## src/rtl/spi_ram_scheduler_pkg.sv

```systemverilog
// Shared types for the SPI wrapper: slave FSM states, SPI command opcodes,
// the RAM arbiter states and the requester identifiers.
package spi_ram_scheduler_pkg;

  localparam int DATA_W = 8;
  localparam int CMD_W  = 10;

  typedef enum logic [2:0] {
    IDLE,
    CHK_CMD,
    WRITE,
    READ_ADD,
    READ_DATA
  } state_e;

  typedef enum logic [1:0] {
    WR_ADDR = 2'b00,
    WR_DATA = 2'b01,
    RD_ADDR = 2'b10,
    RD_DATA = 2'b11
  } spi_cmd_e;

  typedef enum logic [1:0] {
    ARB_IDLE,
    ARB_ACC,
    ARB_RD
  } arb_state_e;

  typedef enum logic {
    REQ_HOST,
    REQ_SPI
  } requester_e;

  // Opcodes with bit 0 set touch the RAM; the others only load an address.
  function automatic logic is_mem_cmd(input spi_cmd_e cmd);
    return cmd[0];
  endfunction

endpackage

```

## src/rtl/spi_ram_scheduler_if.sv

```systemverilog
// Bundle of the SPI command/response, host port and RAM port signals.
// "slave" is the scheduler's view, "master" is the surrounding wrapper's view.
interface spi_ram_scheduler_if #(
  parameter int ADDR_SIZE = 8
);
  import spi_ram_scheduler_pkg::*;

  logic                  rx_valid;
  logic [CMD_W-1:0]      rx_data;
  logic                  tx_valid;
  logic [DATA_W-1:0]     tx_data;

  logic                  host_req;
  logic                  host_we;
  logic [ADDR_SIZE-1:0]  host_addr;
  logic [DATA_W-1:0]     host_wdata;
  logic                  host_gnt;
  logic                  host_rvalid;
  logic [DATA_W-1:0]     host_rdata;

  logic                  mem_en;
  logic                  mem_we;
  logic [ADDR_SIZE-1:0]  mem_addr;
  logic [DATA_W-1:0]     mem_wdata;
  logic [DATA_W-1:0]     mem_rdata;

  logic                  err_ovr;

  modport slave (
    input  rx_valid, rx_data,
    output tx_valid, tx_data,
    input  host_req, host_we, host_addr, host_wdata,
    output host_gnt, host_rvalid, host_rdata,
    output mem_en, mem_we, mem_addr, mem_wdata,
    input  mem_rdata,
    output err_ovr
  );

  modport master (
    output rx_valid, rx_data,
    input  tx_valid, tx_data,
    output host_req, host_we, host_addr, host_wdata,
    input  host_gnt, host_rvalid, host_rdata,
    input  mem_en, mem_we, mem_addr, mem_wdata,
    output mem_rdata,
    input  err_ovr
  );

endinterface

```

## src/rtl/spi_ram_scheduler_rr_arbiter2.sv

```systemverilog
// Two-way round-robin arbiter. Bit 0 = host, bit 1 = SPI; on a tie the
// requester not granted last wins, and priority only moves when adv is high.
module rr_arbiter2
  import spi_ram_scheduler_pkg::*;
(
  input  logic       clk,
  input  logic       rst_n,
  input  logic [1:0] req,
  input  logic       adv,
  output logic [1:0] gnt
);

  requester_e last_gnt_q, last_gnt_d;

  always_comb begin
    gnt        = req;
    last_gnt_d = last_gnt_q;
    if (req[0] && req[1]) begin
      gnt = (last_gnt_q == REQ_HOST) ? 2'b10 : 2'b01;
    end
    if (adv && (|gnt)) begin
      last_gnt_d = gnt[1] ? REQ_SPI : REQ_HOST;
    end
  end

  always_ff @(posedge clk or negedge rst_n) begin
    if (!rst_n) begin
      last_gnt_q <= REQ_HOST;
    end else begin
      last_gnt_q <= last_gnt_d;
    end
  end

endmodule

```

## src/rtl/spi_ram_scheduler.sv

```systemverilog
// Decodes SPI command words into address latches and queued RAM accesses,
// and shares the single-port RAM between that queue and the local host port.
module spi_ram_scheduler
  import spi_ram_scheduler_pkg::*;
#(
  parameter int ADDR_SIZE = 8
) (
  input  logic               clk,
  input  logic               rst_n,
  spi_ram_scheduler_if.slave bus
);

  arb_state_e             state_q, state_d;

  logic [ADDR_SIZE-1:0]   wr_addr_q, wr_addr_d;
  logic [ADDR_SIZE-1:0]   rd_addr_q, rd_addr_d;

  logic                   slot_valid_q, slot_valid_d;
  logic                   slot_we_q, slot_we_d;
  logic [ADDR_SIZE-1:0]   slot_addr_q, slot_addr_d;
  logic [DATA_W-1:0]      slot_data_q, slot_data_d;

  logic                   acc_we_q, acc_we_d;
  requester_e             acc_src_q, acc_src_d;
  logic [ADDR_SIZE-1:0]   acc_addr_q, acc_addr_d;
  logic [DATA_W-1:0]      acc_wdata_q, acc_wdata_d;

  logic                   tx_valid_q, tx_valid_d;
  logic [DATA_W-1:0]      tx_data_q, tx_data_d;
  logic                   host_rvalid_q, host_rvalid_d;
  logic [DATA_W-1:0]      host_rdata_q, host_rdata_d;
  logic                   err_ovr_q, err_ovr_d;

  spi_cmd_e               cmd;
  logic [DATA_W-1:0]      payload;
  logic [1:0]             arb_req;
  logic [1:0]             arb_gnt;
  logic                   arb_adv;
  logic                   spi_gnt;
  logic                   host_gnt_w;

  assign cmd     = spi_cmd_e'(bus.rx_data[9:8]);
  assign payload = bus.rx_data[7:0];
  assign arb_req = {slot_valid_q, bus.host_req};
  assign arb_adv = (state_q == ARB_IDLE);

  rr_arbiter2 u_arb (
    .clk   (clk),
    .rst_n (rst_n),
    .req   (arb_req),
    .adv   (arb_adv),
    .gnt   (arb_gnt)
  );

  assign spi_gnt    = arb_adv && arb_gnt[1];
  assign host_gnt_w = arb_adv && arb_gnt[0];

  always_comb begin
    state_d       = state_q;
    wr_addr_d     = wr_addr_q;
    rd_addr_d     = rd_addr_q;
    slot_valid_d  = slot_valid_q;
    slot_we_d     = slot_we_q;
    slot_addr_d   = slot_addr_q;
    slot_data_d   = slot_data_q;
    acc_we_d      = acc_we_q;
    acc_src_d     = acc_src_q;
    acc_addr_d    = acc_addr_q;
    acc_wdata_d   = acc_wdata_q;
    tx_valid_d    = tx_valid_q;
    tx_data_d     = tx_data_q;
    host_rvalid_d = 1'b0;
    host_rdata_d  = host_rdata_q;
    err_ovr_d     = err_ovr_q;

    if (spi_gnt) begin
      slot_valid_d = 1'b0;
    end

    if (bus.rx_valid) begin
      tx_valid_d = 1'b0;
      if (cmd == WR_ADDR) wr_addr_d = payload;
      if (cmd == RD_ADDR) rd_addr_d = payload;
      // The slot frees up in its own grant cycle, so a command arriving
      // then takes the slot instead of being counted as an overrun.
      if (is_mem_cmd(cmd)) begin
        if (!slot_valid_q || spi_gnt) begin
          slot_valid_d = 1'b1;
          slot_we_d    = (cmd == WR_DATA);
          slot_addr_d  = (cmd == WR_DATA) ? wr_addr_q : rd_addr_q;
          slot_data_d  = payload;
        end else begin
          err_ovr_d = 1'b1;
        end
      end
    end

    case (state_q)
      ARB_IDLE: begin
        if (spi_gnt) begin
          state_d     = ARB_ACC;
          acc_src_d   = REQ_SPI;
          acc_we_d    = slot_we_q;
          acc_addr_d  = slot_addr_q;
          acc_wdata_d = slot_data_q;
        end else if (host_gnt_w) begin
          state_d     = ARB_ACC;
          acc_src_d   = REQ_HOST;
          acc_we_d    = bus.host_we;
          acc_addr_d  = bus.host_addr;
          acc_wdata_d = bus.host_wdata;
        end
      end
      ARB_ACC: begin
        state_d = acc_we_q ? ARB_IDLE : ARB_RD;
      end
      ARB_RD: begin
        state_d = ARB_IDLE;
        if (acc_src_q == REQ_SPI) begin
          tx_valid_d = 1'b1;
          tx_data_d  = bus.mem_rdata;
        end else begin
          host_rvalid_d = 1'b1;
          host_rdata_d  = bus.mem_rdata;
        end
      end
      default: state_d = ARB_IDLE;
    endcase
  end

  always_ff @(posedge clk or negedge rst_n) begin
    if (!rst_n) begin
      state_q       <= ARB_IDLE;
      wr_addr_q     <= '0;
      rd_addr_q     <= '0;
      slot_valid_q  <= 1'b0;
      slot_we_q     <= 1'b0;
      slot_addr_q   <= '0;
      slot_data_q   <= '0;
      acc_we_q      <= 1'b0;
      acc_src_q     <= REQ_HOST;
      acc_addr_q    <= '0;
      acc_wdata_q   <= '0;
      tx_valid_q    <= 1'b0;
      tx_data_q     <= '0;
      host_rvalid_q <= 1'b0;
      host_rdata_q  <= '0;
      err_ovr_q     <= 1'b0;
    end else begin
      state_q       <= state_d;
      wr_addr_q     <= wr_addr_d;
      rd_addr_q     <= rd_addr_d;
      slot_valid_q  <= slot_valid_d;
      slot_we_q     <= slot_we_d;
      slot_addr_q   <= slot_addr_d;
      slot_data_q   <= slot_data_d;
      acc_we_q      <= acc_we_d;
      acc_src_q     <= acc_src_d;
      acc_addr_q    <= acc_addr_d;
      acc_wdata_q   <= acc_wdata_d;
      tx_valid_q    <= tx_valid_d;
      tx_data_q     <= tx_data_d;
      host_rvalid_q <= host_rvalid_d;
      host_rdata_q  <= host_rdata_d;
      err_ovr_q     <= err_ovr_d;
    end
  end

  assign bus.mem_en      = (state_q == ARB_ACC);
  assign bus.mem_we      = (state_q == ARB_ACC) && acc_we_q;
  assign bus.mem_addr    = acc_addr_q;
  assign bus.mem_wdata   = acc_wdata_q;
  assign bus.host_gnt    = host_gnt_w;
  assign bus.tx_valid    = tx_valid_q;
  assign bus.tx_data     = tx_data_q;
  assign bus.host_rvalid = host_rvalid_q;
  assign bus.host_rdata  = host_rdata_q;
  assign bus.err_ovr     = err_ovr_q;

endmodule

```

## src/flat_wrapper.sv

```systemverilog
// flat-port wrapper written by rule: the top's interface ports become plain ports
module spi_ram_scheduler_flat import spi_ram_scheduler_pkg::*;
#(
  parameter int ADDR_SIZE = 8
)
  (clk, rst_n, bus_rx_valid, bus_rx_data, bus_tx_valid, bus_tx_data, bus_host_req, bus_host_we, bus_host_addr, bus_host_wdata, bus_host_gnt, bus_host_rvalid, bus_host_rdata, bus_mem_en, bus_mem_we, bus_mem_addr, bus_mem_wdata, bus_mem_rdata, bus_err_ovr);
  spi_ram_scheduler_if #(.ADDR_SIZE(ADDR_SIZE)) bus_i ();
  input  logic clk;
  input  logic rst_n;
  input wire logic [$bits(bus_i.rx_valid)-1:0] bus_rx_valid;
  input wire logic [$bits(bus_i.rx_data)-1:0] bus_rx_data;
  output wire logic [$bits(bus_i.tx_valid)-1:0] bus_tx_valid;
  output wire logic [$bits(bus_i.tx_data)-1:0] bus_tx_data;
  input wire logic [$bits(bus_i.host_req)-1:0] bus_host_req;
  input wire logic [$bits(bus_i.host_we)-1:0] bus_host_we;
  input wire logic [$bits(bus_i.host_addr)-1:0] bus_host_addr;
  input wire logic [$bits(bus_i.host_wdata)-1:0] bus_host_wdata;
  output wire logic [$bits(bus_i.host_gnt)-1:0] bus_host_gnt;
  output wire logic [$bits(bus_i.host_rvalid)-1:0] bus_host_rvalid;
  output wire logic [$bits(bus_i.host_rdata)-1:0] bus_host_rdata;
  output wire logic [$bits(bus_i.mem_en)-1:0] bus_mem_en;
  output wire logic [$bits(bus_i.mem_we)-1:0] bus_mem_we;
  output wire logic [$bits(bus_i.mem_addr)-1:0] bus_mem_addr;
  output wire logic [$bits(bus_i.mem_wdata)-1:0] bus_mem_wdata;
  input wire logic [$bits(bus_i.mem_rdata)-1:0] bus_mem_rdata;
  output wire logic [$bits(bus_i.err_ovr)-1:0] bus_err_ovr;
  assign bus_i.rx_valid = bus_rx_valid;
  assign bus_i.rx_data = bus_rx_data;
  assign bus_tx_valid = bus_i.tx_valid;
  assign bus_tx_data = bus_i.tx_data;
  assign bus_i.host_req = bus_host_req;
  assign bus_i.host_we = bus_host_we;
  assign bus_i.host_addr = bus_host_addr;
  assign bus_i.host_wdata = bus_host_wdata;
  assign bus_host_gnt = bus_i.host_gnt;
  assign bus_host_rvalid = bus_i.host_rvalid;
  assign bus_host_rdata = bus_i.host_rdata;
  assign bus_mem_en = bus_i.mem_en;
  assign bus_mem_we = bus_i.mem_we;
  assign bus_mem_addr = bus_i.mem_addr;
  assign bus_mem_wdata = bus_i.mem_wdata;
  assign bus_i.mem_rdata = bus_mem_rdata;
  assign bus_err_ovr = bus_i.err_ovr;
  spi_ram_scheduler #(.ADDR_SIZE(ADDR_SIZE)) u_core (.clk(clk), .rst_n(rst_n), .bus(bus_i));
endmodule
```

## config.mk

```make
export PLATFORM = sky130hd
export DESIGN_NAME = spi_ram_scheduler_flat
export DESIGN_NICKNAME = d
export VERILOG_FILES = /design/src/rtl/spi_ram_scheduler_pkg.sv /design/src/rtl/spi_ram_scheduler_if.sv /design/src/rtl/spi_ram_scheduler_rr_arbiter2.sv /design/src/rtl/spi_ram_scheduler.sv /design/src/flat_wrapper.sv
export SDC_FILE = /design/constraint.sdc
export NUM_CORES = 1
export LEC_CHECK = 0
export CAP_MARGIN = 10
export CORE_ASPECT_RATIO = 0.9
export CORE_UTILIZATION = 35
export DETAILED_ROUTE_END_ITERATION = 12
export SKIP_LAST_GASP = 1
export SLEW_MARGIN = 20
export SYNTH_ARGS = -nofsm -noshare
export SYNTH_HDL_FRONTEND = slang
export SYNTH_SLANG_ARGS = --single-unit
export TNS_END_PERCENT = 5
```

## constraint.sdc

```tcl
create_clock -name clk -period 4.4 [get_ports clk]
set_input_delay 0.66 -clock clk [delete_from_list [all_inputs] [get_ports clk]]
set_output_delay 0.66 -clock clk [all_outputs]
set_load 0.01 [all_outputs]
```

-- After elaboration in Yosys (flattened, before gate mapping)
Index checks and enable logic that the tools add are counted.
- add/subtract/negate cells: 0
- div/mod/pow operators: 0
- equality and inequality tests: 5
- order comparisons: 0
- bitwise gates (word level): 2
- muxes and demuxes: 25
- shifts and indexed selects: 0
- multiply operators: 0
- reductions and logical operators: 18
- operator list (kind ; count):
    8-bit 2-to-1 mux ; 5
    1-bit 2-to-1 mux ; 14
    2-bit 2-to-1 mux ; 5
    2-bit AND reduction ; 5
    3-bit AND reduction ; 2
    1-bit logical AND ; 5
    2-bit by 1-bit == test with 1-bit output (second input constant) ; 2
    2-bit == test (second input constant) ; 2
    2-bit logical NOT ; 2
    2-bit case mux with 2 select lines ; 1
    3-bit != test (second input constant) ; 1
    1-bit inverter ; 2
    2-bit nonzero test ; 1
    2-bit OR reduction ; 1
    1-bit logical NOT ; 1
    1-bit logical OR ; 1
- RAM bits: 0
- input port bits: 39
- register bits: 74
- bits in latches: 0
- output and inout bits: 38
- memories kept: 0
- ROM bits: 0

-- Depth between registers and ports, before layout
Gate-level depths: netlist of run 1.
- depth in word-level cells: 7
- mapped depth: 5

-- Hierarchy
Synthesis of run 1 repeated with hierarchy kept, for this count alone.
- cell total of the unflattened synthesis: 218
- area, all modules: 3074.2 µm²
- by module, submodules not included (module ; area each (µm²) ; times used ; sequential area each (µm²) ; cells an instance):
    spi_ram_scheduler ; 3019.1 ; 1 ; 1826.8 ; 212
    rr_arbiter2 ; 55.1 ; 1 ; 25.0 ; 6

-- Least setup slack after synthesis of run 1
Ideal clock, no wire load.
- path kind: input to register
- start: in bus_host_req
- end: reg u_core.slot_addr_q[5]
- path buffers: 1
- required time: 4275 ps
- data arrival time: 1700 ps
- stages: 4
- setup slack: 2575 ps
- cell sequence: a211o_1 -> a21oi_4 -> buf_8 -> mux2_4
- cells in the longest elaborated chain, start to end: 5
- ends and longest elaborated chain (element ; RTL line ; text):
    start, declared ; flat_wrapper.sv:14 ; input wire logic [$bits(bus_i.host_req)-1:0] bus_host_req;
    1-bit logical AND ; spi_ram_scheduler_rr_arbiter2.sv:18 ; if (req[0] && req[1]) begin
    2-bit 2-to-1 mux ; spi_ram_scheduler_rr_arbiter2.sv:18 ;
    1-bit logical AND ; spi_ram_scheduler.sv:55 ; assign spi_gnt = arb_adv && arb_gnt[1];
    1-bit logical OR ; spi_ram_scheduler.sv:87 ; if (!slot_valid_q || spi_gnt) begin
    3-bit AND reduction (no line) ; -- ;
    end signal, assigned ; spi_ram_scheduler.sv:155 ; slot_addr_q <= slot_addr_d;
    end, declared ; spi_ram_scheduler.sv:20 ; logic [ADDR_SIZE-1:0] slot_addr_q, slot_addr_d;
Every way passes these cells.
A chain may end at the register's enable or synchronous reset.

-- Worst setup path in the final report of run 1
- start: in bus_host_req
- end: out bus_host_gnt
- cells in the longest elaborated chain, start to end: 3
- ends and longest elaborated chain (element ; RTL line ; text):
    1-bit logical AND ; spi_ram_scheduler_rr_arbiter2.sv:18 ;
    2-bit 2-to-1 mux * ; spi_ram_scheduler_rr_arbiter2.sv:18 ;
    1-bit logical AND * ; spi_ram_scheduler.sv:56 ; assign host_gnt_w = arb_adv && arb_gnt[0];
    end, declared ; flat_wrapper.sv:18 ; output wire logic [$bits(bus_i.host_gnt)-1:0] bus_host_gnt;
Every way passes the cells marked *; elsewhere a longest branch is shown, timed or not.

==> metrics.log, run 1 <==
INFO  metric outcome = finished, final reports clean
INFO  metric synthDominantAreaCellType = dfrtp_1
INFO  metric synth_most_common_cell = dfrtp_1
INFO  metric setup_slack = 1.69 ns
INFO  metric count_of_nets_after_finishing = 340
INFO  metric num-fill-cells = 824
INFO  metric grt_usage = 0.153
INFO  metric grt_pass1_wl = 10,900 um
INFO  metric worstHoldPathType = input port to asynchronous set/reset pin
INFO  metric cts_num_sinks = 74
INFO  metric part_of_the_cycle_the_worst_path_needs = 0.616
INFO  metric setup.reg_to_reg.worst_slack = 2.48 ns
INFO  metric final-hold-violation-count = 0
INFO  metric period_minus_slack = 2.71 ns
INFO  metric actual_transition_at_the_worst_max_transition_pin = 0.912 ns
INFO  metric placement_rows = 32
INFO  metric cp-end-kind = primary output
INFO  metric worst-endpoint-required = 3.74 ns
INFO  metric fp.dieH = 92.7 um
INFO  metric gp_congestion = 0.660
INFO  metric timing.reg2reg.worst_path_depth = 3
INFO  metric pin_count = 77
INFO  metric drt_pre_antenna_iters = 4
INFO  metric total_leakage_power = 1.82 nW
INFO  metric port-buffer-count = 76
INFO  metric cts_max_level = 3
INFO  metric drc = 0
INFO  metric maximum_number_of_pins_on_one_net_before_global_route_repair = 75
INFO  metric post_synth_and_or_nand_nor_area_fraction = 0.106
INFO  metric multiplexer_area_fraction_after_synthesis = 0.211
INFO  metric via_count_of_the_first_global_routing_pass = 2,149
INFO  metric combinational_family_with_the_most_area_after_synthesis = multiplexers
INFO  metric die-width = 103 um
INFO  metric synth-main-ff-cell = dfrtp_1
INFO  metric synth_compound_area_frac = 0.0779
INFO  metric synthTopCellsByArea = dfrtp_1 58%, mux2_2 17%, a221o_1 5.3%
INFO  metric antennaDiodeCount = 0
INFO  metric fmax = 369 MHz
INFO  metric synthXorXnorAreaFrac = 0
INFO  metric syn_avg_cell_area = 14.3 um2
INFO  metric global_route.overflow_total = 0
INFO  metric max_slew_margin = 0.392
INFO  metric postRouteWirelength = 6670 um
INFO  metric critPathMaxFanout = 6
INFO  metric core_area = 0.00873 mm2
INFO  metric cts.root.buffer_cell = clkbuf_8
INFO  metric synth_top_cell_area_share = 0.579
INFO  metric wire_per_inst = 15.7 um
INFO  metric worst_setup_path_type = input port to primary output
INFO  metric start_kind = input port
INFO  metric placedInstanceArea = 0.00405 mm2
INFO  metric final_cell_count_no_fill = 425
INFO  metric worstPathArrival = 2.05 ns
INFO  metric drtIter0Drc = 43
INFO  metric layout.area.seq = 0.00185 mm2
INFO  metric design.die.area = 0.00952 mm2
INFO  metric synth_edf_count = 0
INFO  metric power.ir.vdd_worst = 0.288 mV
INFO  metric place.detailed.hpwl = 4780 um
INFO  metric synth-adder-area-share = 0
INFO  metric drive_gt1_frac = 0.261
INFO  metric design_area = 0.00429 mm2
INFO  metric starting_density_of_the_core = 0.366
INFO  metric worst_skew_pair_later_pin_latency = 0.34 ns
INFO  metric final_max_slew_viol_count = 0
INFO  metric post-cts-setup-buffers = 0
INFO  metric cts_resized = 0
INFO  metric synth_sequential_area_ratio = 0.579
INFO  metric tritoncts = done
INFO  metric max-cap-violations = 0
INFO  metric cts_hold_repair.buffers = 0
INFO  metric grt_setup_unrepaired = no
INFO  metric synthTopCellsByCount = 74 x dfrtp_1, 47 x mux2_2, 18 x and3_1, 18 x nor3b_1, 17 x a221o_1
INFO  metric setup_slack_after_placement = 1.67 ns
INFO  metric fin_setup_tns = 0 ns
INFO  metric power_density_over_the_cells = 697 mW/mm2
INFO  metric place_inst = 409
INFO  metric syn-instance-count = 224
INFO  metric drtAntennaViolNets = 0
INFO  metric clk_pin_slew = 0.07 ns
INFO  metric antenna_violations_before_repair = 0
INFO  metric vias_per_inst = 4.85
INFO  metric library_cells_used_by_synthesis = 29
INFO  metric syn-cell-area = 0.00320 mm2
INFO  metric multiInputGateArea = 0.00126 mm2
INFO  metric routed-via-count = 2,062
INFO  metric synthToLayoutAreaGrowth = 34.1%
INFO  metric clk_path_buf_depth = 2
INFO  metric clock-skew-final = 0.00483 ns
INFO  metric synthArstFlopShare = 1.00
INFO  metric worst_hold_slack = 0.447 ns
INFO  metric ys_seq_elements = 74
INFO  metric cts_inserted_buffers = 9
INFO  metric setup_violations = 0
INFO  metric yosysWarningCount = 0
INFO  metric synth.net_count = 263
## logic make-up (layout without fill, tap and decap cells)
| logic type | after synthesis | after routing |
|---|---|---|
| flip-flops | 74 | 74 |
| AO/OA/AOI/OAI | 26 | 26 |
| multiplexers | 57 | 57 |
| buffers and inverters | 16 | 98 |
| AND/OR/NAND/NOR | 51 | 51 |
## registers in the layout (all words and copies together) (netlist names)
register and count:
u_core.bus.err_ovr 1, u_core.acc_we_q 1, u_core.bus.mem_addr 8, u_core.slot_valid_q 1
u_core.bus.tx_valid 1, u_core.wr_addr_q 8, u_core.slot_we_q 1, u_core.bus.host_rdata 8
u_core.acc_src_q 1, u_core.bus.host_rvalid 1, u_core.bus.tx_data 8, u_core.u_arb.last_gnt_q 1
u_core.slot_data_q 8, u_core.bus.mem_wdata 8, u_core.state_q 2, u_core.rd_addr_q 8
u_core.slot_addr_q 8
## power by group
part           switching [mW]  total [mW]  internal, mW
logic                   0.474        1.19         0.717
clock network           0.238       0.612         0.374
registers               0.207        1.19         0.979
total                   0.919        2.99          2.07
## metrics by stage
stage / power (mW) / utilization
2_1_floorplan: 1.87 / -
5_1_grt: 3.19 / 0.491
4_1_cts: 3.03 / 0.491
3_5_place_dp: 2.41 / 0.464
6_report: 2.99 / 0.491
3_3_place_gp: 2.38 / 0.464
## path summary, 6_finish.rpt
path                              startpoint                     end
max                             bus_host_req            bus_host_gnt
min                                    rst_n     u_core.wr_addr_q[1]
max reg2reg                u_core.state_q[1]   u_core.slot_addr_q[0]
min reg2reg                  u_core.acc_we_q       u_core.state_q[1]
max in group asynchronous              rst_n  u_core.bus.mem_addr[5]
min in group clk             u_core.acc_we_q       u_core.state_q[1]
## critical path, cell delays in order
cell	delay, ns
clkdlybuf4s50_1	0.62
and3_1	0.23
clkdlybuf4s50_1	0.54
## cells in the final DEF (no fill, tap or decap), types with 2 or more instances in the layout
| cell type | count |
|---|---|
| nor2b_1 | 3 |
| mux2_2 | 47 |
| nor3b_1 | 18 |
| inv_1 | 4 |
| a221o_1 | 17 |
| mux2_4 | 9 |
| clkdlybuf4s50_1 | 75 |
| bufinv_16 | 3 |
| o21ai_0 | 2 |
| nand3b_1 | 2 |
| buf_4 | 3 |
| dfrtp_1 | 74 |
| nand2_1 | 3 |
| clkinv_2 | 3 |
| and3_1 | 18 |
| clkbuf_8 | 9 |
## routing by layer
layer	wire length, um	vias to the layer above	global-route usage
li1	-	993	-
met5	0	-	0
met4	107	0	0.0679
met1	3300	1013	0.225
met2	2970	46	0.219
met3	293	10	0.0264
## layout make-up
class	count	share of cell area
clock buffers	10	0.0298
flip-flops and latches	74	0.432
multi-input cells	134	0.295
repair buffers	78	0.180
inverters	4	0.00350
well taps	119	0.0347
clock inverters	6	0.0245
Note: power is estimated with default switching activity, not from simulation.
==> run 2, diff against run 1 <==
clock period = 2.3 ns   (was 4.4 ns; I/O delays follow)
==> metrics.log, run 2 (synthesis results as in run 1) <==
INFO  metric vias_per_inst = 4.78 (was 4.85)
INFO  metric antennaDiodeCount = 0 (unchanged)
INFO  metric drive_gt1_frac = 0.279 (was 0.261)
INFO  metric global_route.overflow_total = 0 (unchanged)
INFO  metric fin_setup_tns = 0 ns (unchanged)
INFO  metric setup_violations = 0 (unchanged)
INFO  metric postRouteWirelength = 6760 um (was 6670 um)
INFO  metric start_kind = flop (was input port)
INFO  metric worst_setup_path_type = flop to primary output (was input port to primary output)
INFO  metric clk_pin_slew = 0.07 ns (about the same)
INFO  metric cts_inserted_buffers = 9 (unchanged)
INFO  metric num-fill-cells = 815 (was 824)
INFO  metric drtAntennaViolNets = 0 (unchanged)
INFO  metric multiInputGateArea = 0.00126 mm2 (unchanged)
INFO  metric setup_slack = 0.145 ns (was 1.69 ns)
INFO  metric part_of_the_cycle_the_worst_path_needs = 0.937
INFO  metric timing.critical_path.cells = nor2_1 -> and3_1 -> clkdlybuf4s50_1 (was clkdlybuf4s50_1 -> and3_1 -> clkdlybuf4s50_1)
INFO  metric placedInstanceArea = 0.00414 mm2 (was 0.00405 mm2)
INFO  metric timing.critical_path.buf_inv = 1 (was 2)
INFO  metric core_area = 0.00873 mm2 (unchanged)
INFO  metric layout.area.seq = 0.00185 mm2 (unchanged)
INFO  metric design_area = 0.00437 mm2 (was 0.00429 mm2)
INFO  metric final-hold-violation-count = 0 (unchanged)
INFO  metric clk_path_buf_depth = 2 (unchanged)
INFO  metric fp.dieH = 92.7 um (unchanged)
INFO  metric drtIter0Drc = 63 (was 43)
INFO  metric period_minus_slack = 2.16 ns
INFO  metric cts_resized = 0 (unchanged)
INFO  metric pin_count = 77 (unchanged)
INFO  metric internal_power = 3.93 mW (was 2.07 mW)
INFO  metric setup_slack_after_placement = 0.323 ns (was 1.67 ns)
INFO  metric port-buffer-count = 76 (unchanged)
INFO  metric total_switching_power = 1.78 mW (was 0.919 mW)
INFO  metric worst_path_largest_cell_delay = 0.55 ns (was 0.62 ns)
INFO  metric maximum_number_of_pins_on_one_net_before_global_route_repair = 46 (was 75)
INFO  metric drt_pre_antenna_iters = 4 (unchanged)
INFO  metric max_slew_margin = 0.680 (was 0.392)
INFO  metric final_max_slew_viol_count = 0 (unchanged)
INFO  metric grt_setup_unrepaired = no (unchanged)
INFO  metric outcome = finished, final reports clean (unchanged)
INFO  metric count_of_nets_after_finishing = 349 (was 340)
INFO  metric worstPathArrival = 1.81 ns (was 2.05 ns)
INFO  metric worst_skew_pair_later_pin_latency = 0.33 ns (was 0.34 ns)
INFO  metric max-cap-violations = 0 (unchanged)
INFO  metric switching_share = 0.311 (was 0.307)
INFO  metric worst_r2r_startpoint = u_core.state_q[1] (unchanged)
INFO  metric total_leakage_power = 1.86 nW (was 1.82 nW)
INFO  metric antenna_violations_before_repair = 0 (unchanged)
INFO  metric power.ir.vdd_worst = 0.442 mV (was 0.288 mV)
INFO  metric slowest_stage = clkdlybuf4s50_1 (unchanged)
INFO  metric design.die.area = 0.00952 mm2 (unchanged)
INFO  metric p_clk_frac = 0.194 (was 0.205)
INFO  metric origin_of_the_worst_min_delay_path = u_core.acc_we_q
INFO  metric seq_power_share = 0.389 (was 0.397)
INFO  metric starting_density_of_the_core = 0.366 (unchanged)
INFO  metric drc = 0 (unchanged)
INFO  metric worst_setup_path_start = u_core.state_q[1] (was bus_host_req)
INFO  metric via_count_of_the_first_global_routing_pass = 2,160 (was 2,149)
INFO  metric cts_max_level = 3 (unchanged)
INFO  metric cts.root.buffer_cell = clkbuf_8 (unchanged)
INFO  metric cts_num_sinks = 74 (unchanged)
INFO  metric worstHoldPathType = flop to flop (was input port to asynchronous set/reset pin)
INFO  metric post-cts-setup-buffers = 0 (unchanged)
INFO  metric layout_commonest_cell = clkdlybuf4s50_1 (unchanged)
INFO  metric wire_per_inst = 15.6 um (was 15.7 um)
INFO  metric gp_congestion = 0.681 (was 0.660)
INFO  metric clock-skew-final = 0.00622 ns (was 0.00483 ns)
INFO  metric highest_count_cells_in_the_layout_ignoring_fill_and_taps = 75 x clkdlybuf4s50_1, 74 x dfrtp_1, 47 x mux2_2 (unchanged)
INFO  metric fmax = 464 MHz
INFO  metric synthToLayoutAreaGrowth = 36.6% (was 34.1%)
INFO  metric power_frac_comb = 0.417 (was 0.399)
INFO  metric worst-endpoint-required = 1.96 ns (was 3.74 ns)
INFO  metric grt_pass1_wl = 11,100 um (was 10,900 um)
INFO  metric tritoncts = done (unchanged)
INFO  metric die-width = 103 um (unchanged)
INFO  metric cp-end-kind = primary output (unchanged)
INFO  metric actual_transition_at_the_worst_max_transition_pin = 0.479 ns (was 0.912 ns)
INFO  metric worst_hold_slack = 0.473 ns (was 0.447 ns)
INFO  metric placement_rows = 32 (unchanged)
INFO  metric place.detailed.hpwl = 4910 um (was 4780 um)
INFO  metric critical_path.top_delay_family = buffers and inverters (unchanged)
INFO  metric grt_usage = 0.155 (was 0.153)
INFO  metric report.power.total = 5.71 mW (was 2.99 mW)
INFO  metric power_density_over_the_cells = 1310 mW/mm2 (was 697 mW/mm2)
INFO  metric routed-via-count = 2,075 (was 2,062)
INFO  metric critPathMaxFanout = 7 (was 6)
## run 2: what timing repair did
item / CTS / global route
setup endpoints to repair: 0 / 0
hold buffers: 1 / 0
endpoints found under the hold margin: 29 / 0
## run 2: layer usage
| layer | global-route usage | vias to the layer above | part of all wire |
|---|---|---|---|
| li1 | - | 1009 | - |
| met1 | 0.228 | 1022 | 0.50 |
| met2 | 0.224 | 36 | 0.45 |
| met3 | 0.0249 | 8 | 0.037 |
| met4 | 0.0643 | 0 | 0.014 |
| met5 | 0 | - | 0 |
## run 2: cell type report
class                      count  area share
tap                          119      0.0341
multi-input combinational    134       0.289
clock buffer                  11      0.0324
sequential                    74       0.424
timing repair buffer          87       0.199
clock inverter                 5      0.0178
inverter                       4     0.00344
## run 2: worst paths after layout
path	endpoint	cells past startpoint	slack, ns
setup / recovery	bus_host_gnt	3	0.14
hold / removal	u_core.state_q[1]	1	0.47
setup reg to reg	u_core.slot_data_q[7]	4	0.66
hold reg to reg	u_core.state_q[1]	1	0.47
max in group asynchronous	u_core.acc_we_q	3	1.25
min in group asynchronous	u_core.wr_addr_q[1]	2	0.48
## run 2: power by group through the flow
stage | sequential (mW) | combinational [mW] | clock, mW
detailed placement | 2.25 | 2.41 | 0
global placement | 2.24 | 2.38 | 0
floorplan | 2.30 | 1.28 | 0
CTS | 2.23 | 2.42 | 1.13
finish | 2.22 | 2.39 | 1.11
global route | 2.31 | 2.59 | 1.18
## run 2: per-stage QoR
stage | instances | utilization
final | 434 | 0.500
after global routing | 434 | 0.500
after CTS | 434 | 0.500
after detailed placement | 417 | 0.474
after global placement | 417 | 0.474
after floorplan | 224 | -
